## config.mk

```make
export PLATFORM = sky130hd
export DESIGN_NAME = rr_burst_arbiter
export DESIGN_NICKNAME = d
export VERILOG_FILES = /design/src/rtl/rr_burst_arbiter.sv
export SDC_FILE = /design/constraint.sdc
export NUM_CORES = 1
export LEC_CHECK = 0
export ABC_CLOCK_PERIOD_IN_PS = 3400
export BUFFER_PORTS_ARGS = -buffer_cell sky130_fd_sc_hd__buf_4
export CAP_MARGIN = 10
export CORE_MARGIN = 1.5
export CORE_UTILIZATION = 55
export CTS_CLUSTER_SIZE = 24
export DETAILED_ROUTE_END_ITERATION = 6
export PLACE_DENSITY = 0.81
export SETUP_SLACK_MARGIN = 0.02
export SYNTH_ARGS = -nofsm -noshare
export SYNTH_HDL_FRONTEND = slang
export SYNTH_SLANG_ARGS = --single-unit
```

## constraint.sdc

```tcl
create_clock -name clk -period 3.4 [get_ports clk]
set_input_delay 0 -clock clk [delete_from_list [all_inputs] [get_ports clk]]
set_output_delay 0 -clock clk [all_outputs]
set_load 0.02 [all_outputs]
```

## src/rtl/rr_burst_arbiter.sv

```systemverilog
// rr_burst_arbiter
//   Round-robin arbiter sharing one multi-beat resource among NUM_REQUESTERS
//   units. The one-hot grant and its binary index are registered and held for
//   a burst of accepted beats. The grant is released on the last beat, at the
//   burst limit, or when the owner withdraws its request. Re-arbitration happens
//   on the releasing edge, so a new owner follows with no idle cycle.
//
//   Optional build macro: ARB_LOCK_EN adds the lock input. While lock is high
//   the burst limit does not release the grant.
//
// Ports
//   clk          clock, all state on rising edge
//   reset_n      asynchronous active-low reset
//   request      per-requester request level
//   grant_last   owner marks the current beat as its final beat
//   grant_ack    resource accepted a beat from the current owner
//   lock         (ARB_LOCK_EN only) owner extends its burst past MAX_BURST
//   grant_valid  a grant is active
//   grant_oh     one-hot owner, zero when idle
//   grant_idx    binary index of grant_oh, zero when idle
//   burst_end    combinational, the release condition is met this cycle
module rr_burst_arbiter #(
  parameter int NUM_REQUESTERS = 4,
  parameter int INDEX_WIDTH    = $clog2(NUM_REQUESTERS),
  parameter int MAX_BURST      = 4
) (
  input  logic                      clk,
  input  logic                      reset_n,
  input  logic [NUM_REQUESTERS-1:0] request,
  input  logic                      grant_last,
  input  logic                      grant_ack,
`ifdef ARB_LOCK_EN
  input  logic                      lock,
`endif
  output logic                      grant_valid,
  output logic [NUM_REQUESTERS-1:0] grant_oh,
  output logic [INDEX_WIDTH-1:0]    grant_idx,
  output logic                      burst_end
);

  localparam int          CW = $clog2(MAX_BURST + 1);
  localparam int unsigned NR = NUM_REQUESTERS;

  typedef enum logic {
    IDLE    = 1'b0,
    GRANTED = 1'b1
  } state_t;

  state_t                    state, state_n;
  logic [NUM_REQUESTERS-1:0] oh_n;
  logic [INDEX_WIDTH-1:0]    idx_n;
  logic [CW-1:0]             count, count_n;
  logic [INDEX_WIDTH-1:0]    ptr, ptr_n;

  logic                      owner_req;
  logic                      at_limit;
  logic                      rel_last, rel_limit, rel_drop;
  logic [INDEX_WIDTH-1:0]    arb_ptr;
  logic [NUM_REQUESTERS-1:0] arb_req;
  logic                      win_found;
  logic [INDEX_WIDTH-1:0]    win_idx;
  logic [NUM_REQUESTERS-1:0] win_oh;

  assign grant_valid = (state == GRANTED);

  // Release conditions
  assign owner_req = |(request & grant_oh);
  assign at_limit  = (count == CW'(MAX_BURST - 1));
  assign rel_last  = grant_ack & grant_last;
`ifdef ARB_LOCK_EN
  assign rel_limit = grant_ack & at_limit & ~lock;
`else
  assign rel_limit = grant_ack & at_limit;
`endif
  assign rel_drop  = ~owner_req;
  assign burst_end = grant_valid & (rel_last | rel_limit | rel_drop);

  // Arbitration: when granted, the releasing owner becomes the pointer, which
  // puts it last in scan order so it only wins again if nobody else asks.
  // A withdrawing owner is masked out entirely.
  assign arb_ptr = grant_valid ? grant_idx : ptr;
  assign arb_req = (grant_valid && rel_drop) ? (request & ~grant_oh) : request;

  always_comb begin
    win_found = 1'b0;
    win_idx   = '0;
    for (int unsigned k = 1; k <= NR; k++) begin
      if (!win_found &&
          arb_req[INDEX_WIDTH'((32'(arb_ptr) + k) % NR)]) begin
        win_found = 1'b1;
        win_idx   = INDEX_WIDTH'((32'(arb_ptr) + k) % NR);
      end
    end
  end

  assign win_oh = win_found ? (NUM_REQUESTERS'(1) << win_idx) : '0;

  // Next-state logic
  always_comb begin
    state_n = state;
    oh_n    = grant_oh;
    idx_n   = grant_idx;
    count_n = count;
    ptr_n   = ptr;
    case (state)
      IDLE: begin
        if (win_found) begin
          state_n = GRANTED;
          oh_n    = win_oh;
          idx_n   = win_idx;
          count_n = '0;
        end
      end
      GRANTED: begin
        if (burst_end) begin
          ptr_n   = grant_idx;
          count_n = '0;
          if (win_found) begin
            oh_n  = win_oh;
            idx_n = win_idx;
          end else begin
            state_n = IDLE;
            oh_n    = '0;
            idx_n   = '0;
          end
        end else if (grant_ack && !at_limit) begin
          // at_limit without release only happens under lock: saturate
          count_n = count + CW'(1);
        end
      end
      default: begin
        state_n = IDLE;
        oh_n    = '0;
        idx_n   = '0;
        count_n = '0;
      end
    endcase
  end

  // State registers
  always_ff @(posedge clk or negedge reset_n) begin
    if (!reset_n) begin
      state     <= IDLE;
      grant_oh  <= '0;
      grant_idx <= '0;
      count     <= '0;
      ptr       <= INDEX_WIDTH'(NUM_REQUESTERS - 1);
    end else begin
      state     <= state_n;
      grant_oh  <= oh_n;
      grant_idx <= idx_n;
      count     <= count_n;
      ptr       <= ptr_n;
    end
  end

  // Structural invariants
  a_onehot: assert property (@(posedge clk) disable iff (!reset_n)
    $onehot0(grant_oh));
  a_valid_oh: assert property (@(posedge clk) disable iff (!reset_n)
    grant_valid == (|grant_oh));
  a_idx_match: assert property (@(posedge clk) disable iff (!reset_n)
    grant_valid |-> grant_oh[grant_idx]);
  a_idle_idx: assert property (@(posedge clk) disable iff (!reset_n)
    !grant_valid |-> (grant_idx == '0));

endmodule

```

==> results.md <==
* Total GRT Usage at 26.5%
* Skew final at 5.36 ps
* Synth Register Bits at 12
* Mapped Cells at 68
* Antenna Nets Post-Route at 0
* First-pass GRT wire length at 2650 µm
* Final Cycle Share at 56.6%
* Diodes inserted at 0
* Chip width at 39.2 µm
* RSZ-0062 raised after global routing: no
* Power share of the clock group at 16.9%
* Vias at 648
* Yosys warning count at 0
* Unique masters post-synth at 33
* Final setup fails at 0
* Max FO, Critical Path at 3
* Final Total Pwr at 0.686 mW
* Post-DP HPWL at 1180 µm
* GPL Wtd Cong at 0.853
* Vias in the first global route at 589
* Slowest-stage cell, CP: dfrtp_1
* Final TNS setup at 0 ps
* Flop pwr share at 36.2%
* Number of port buffers at 15
* Die Span Y at 39.2 µm
* Final Hold Slack at 21.3 ps
* CTS H-Tree Depth at 1
* Final WL at 1620 µm
* GR Layer Usage met2 at 37.5%
* Busiest layer in global routing: met1
* Sw Share at 39.2%
* Required time of the critical path at 3400 ps
* Clock root buffer master: clkbuf_4
* Outcome: completed
* Power Density at 778 nW/µm²
* Most numerous cell in the Yosys netlist: dfrtp_1
* Reg2reg start: count[0]
* Worst setup margin at 1480 ps
* Starting Density at 61.6%
* Mean post-synth cell area at 10.6 µm²
* Cell taking the most area after synthesis: dfrtp_1
* Core area at 1170 µm²
* Commonest cells post-synth: dfrtp_1, inv_1, nand2_1, o21ai_0
* Die area at 1540 µm²
* Final hold vios at 0
* CTS clock-pin slew for the worst setup and hold paths at 80 ps
* Met3 Track Usage GR at 5.20%
* Post-synth EDFFs at 0
* HP Class: input pin to register
* Number of I/O pins at 16
* Final #Nets at 97
* Via density at 6.48
* Largest net degree at the start of global routing at 13
* Pre-CTS setup slack at 1530 ps
* Max VDD drop at 0.000432 V
* Leak Pwr at 0.415 nW
* Synth-to-layout area growth at 22.2%
* Max frequency at 520 MHz
* Asr flop ratio synth at 100%
* Worst hold path cell count at 2
* Syn nets at 78
* # clock sinks at 12
* Worst path cell trace: ha_1, ha_1, o21ai_0, o21ai_0, nand2_1, inv_1, buf_4
* Worst Reg-to-Reg Cells at 6
* Met1 usage at 38.0%
* Synth top area share at 34.7%
* Initial antenna violation count at 0
* TritonCTS clock tree: yes
* Number of buffers created by CTS at 3
* CP max stage delay at 400 ps
* Clk_lat worst skew at 280 ps
* Crit path time final at 1920 ps
* Hold path startpoint: request[0]
* Switching power at 0.269 mW
* Post-synthesis sequential area ratio at 41.9%
* Max-slew violation count at 0
* DRT iter0 DRCs at 25
* Top post-synthesis cells by area: dfrtp_1, dfstp_2, mux2_2
* Rel. slew slack at 67.3%
* CP startpoint: count[0]
* Clock Path Buffers at 2
* Post-route DRC at 0
* Combinational cell fraction of total power at 47.0%
* Synth Cell Area at 722 µm²
* Drt pass-1 iters at 5
* Total gr overflow at 0
* Post-CTS repair timing setup buffer count at 0
* Layout cells sized above 1 at 34.9%
* Pint at 0.417 mW
* Data arrival time of the worst path at 1920 ps
* # rows at 12
* CP Launch Type: register
* CP endpoint kind: output pin
* Worst Tran Pin Value at 490 ps
* MaxCap Viol Count at 0
* Crit Path Class: register to output pin
* Synth Flop Type: dfrtp_1
* Avg WL per Cell at 16.2 µm
per-layer routing:
| layer | vias up | routed length (µm) | part of all wire, % |
|---|---|---|---|
| met1 | 304 | 761 | 47 |
| met2 | 33 | 666 | 41 |
| met5 | - | 0 | 0 |
| met4 | 0 | 52 | 3.2 |
| li1 | 302 | - | - |
| met3 | 9 | 134 | 8.3 |
cells by family after synthesis:
| family | share of synthesized area (%) |
|---|---|
| AND/OR/NAND/NOR | 15.1 |
| buffers and inverters | 4.33 |
| AO/OA/AOI/OAI | 29.1 |
| flip-flops | 41.9 |
| adder cells (fa/ha/maj) | 3.47 |
| multiplexers | 6.07 |
worst max-delay path, delay by kind of cell (launching register included):
| family | cells | cell delay [ps] |
|---|---|---|
| AOI/OAI and AO/OA | 2 | 490 |
| adders and majority gates | 2 | 380 |
| buffers and inverters | 2 | 210 |
| DFF | 1 | 400 |
| and+or+nand+nor | 1 | 150 |
state kept, by name, indices dropped and copies added (netlist names):
name,flops
ptr,2
grant_valid,1
grant_oh,4
grant_idx,2
count,3
power by group through the flow:
stage / Combinational [mW] / Clock [mW] / Sequential, mW
after floorplan: 0.183 / 0 / 0.273
after global placement: 0.311 / 0 / 0.247
after detailed placement: 0.317 / 0 / 0.250
after CTS: 0.320 / 0.117 / 0.247
after global routing: 0.346 / 0.122 / 0.255
final: 0.322 / 0.116 / 0.248
stage by stage:
step | util, % | std cells | instance area, µm²
2_1_floorplan | - | 68 | 722
3_3_place_gp | 71.4 | 95 | 836
3_5_place_dp | 71.4 | 95 | 836
4_1_cts | 75.3 | 100 | 882
5_1_grt | 75.3 | 100 | 882
6_report | 75.3 | 100 | 882
layout by cell type, fill, tap and decap left out, types with 3 or more instances in the layout:
cell      instances
buf_4            15
dfrtp_1          10
inv_1             4
o21ai_0           4
nand2_1           4
a22o_1            3
nor2b_1           3
a32o_1            3
mux2_2            3
clkbuf_4          3
repair_timing:
action	in CTS	in global routing
hold buffers	1	0
gates resized for setup	0	0
endpoints found under the hold margin	12	0
cell type report:
type	count	area (µm²)
multi-input cells	50	388
flip-flops and latches	12	303
fillers	93	289
repair buffers	16	123
clock buffers	4	36.3
well taps	14	17.5
inverters	4	15.0
worst paths after layout:
| kind | end | slack (ps) |
|---|---|---|
| max | burst_end | 1480 |
| min | grant_valid | 20 |
| max reg2reg | grant_oh[1] | 1490 |
| min reg2reg | count[1] | 520 |
| max in group asynchronous | ptr[0] | 3070 |
| min in group asynchronous | count[1] | 100 |
Note: power is estimated with default switching activity, not from simulation.
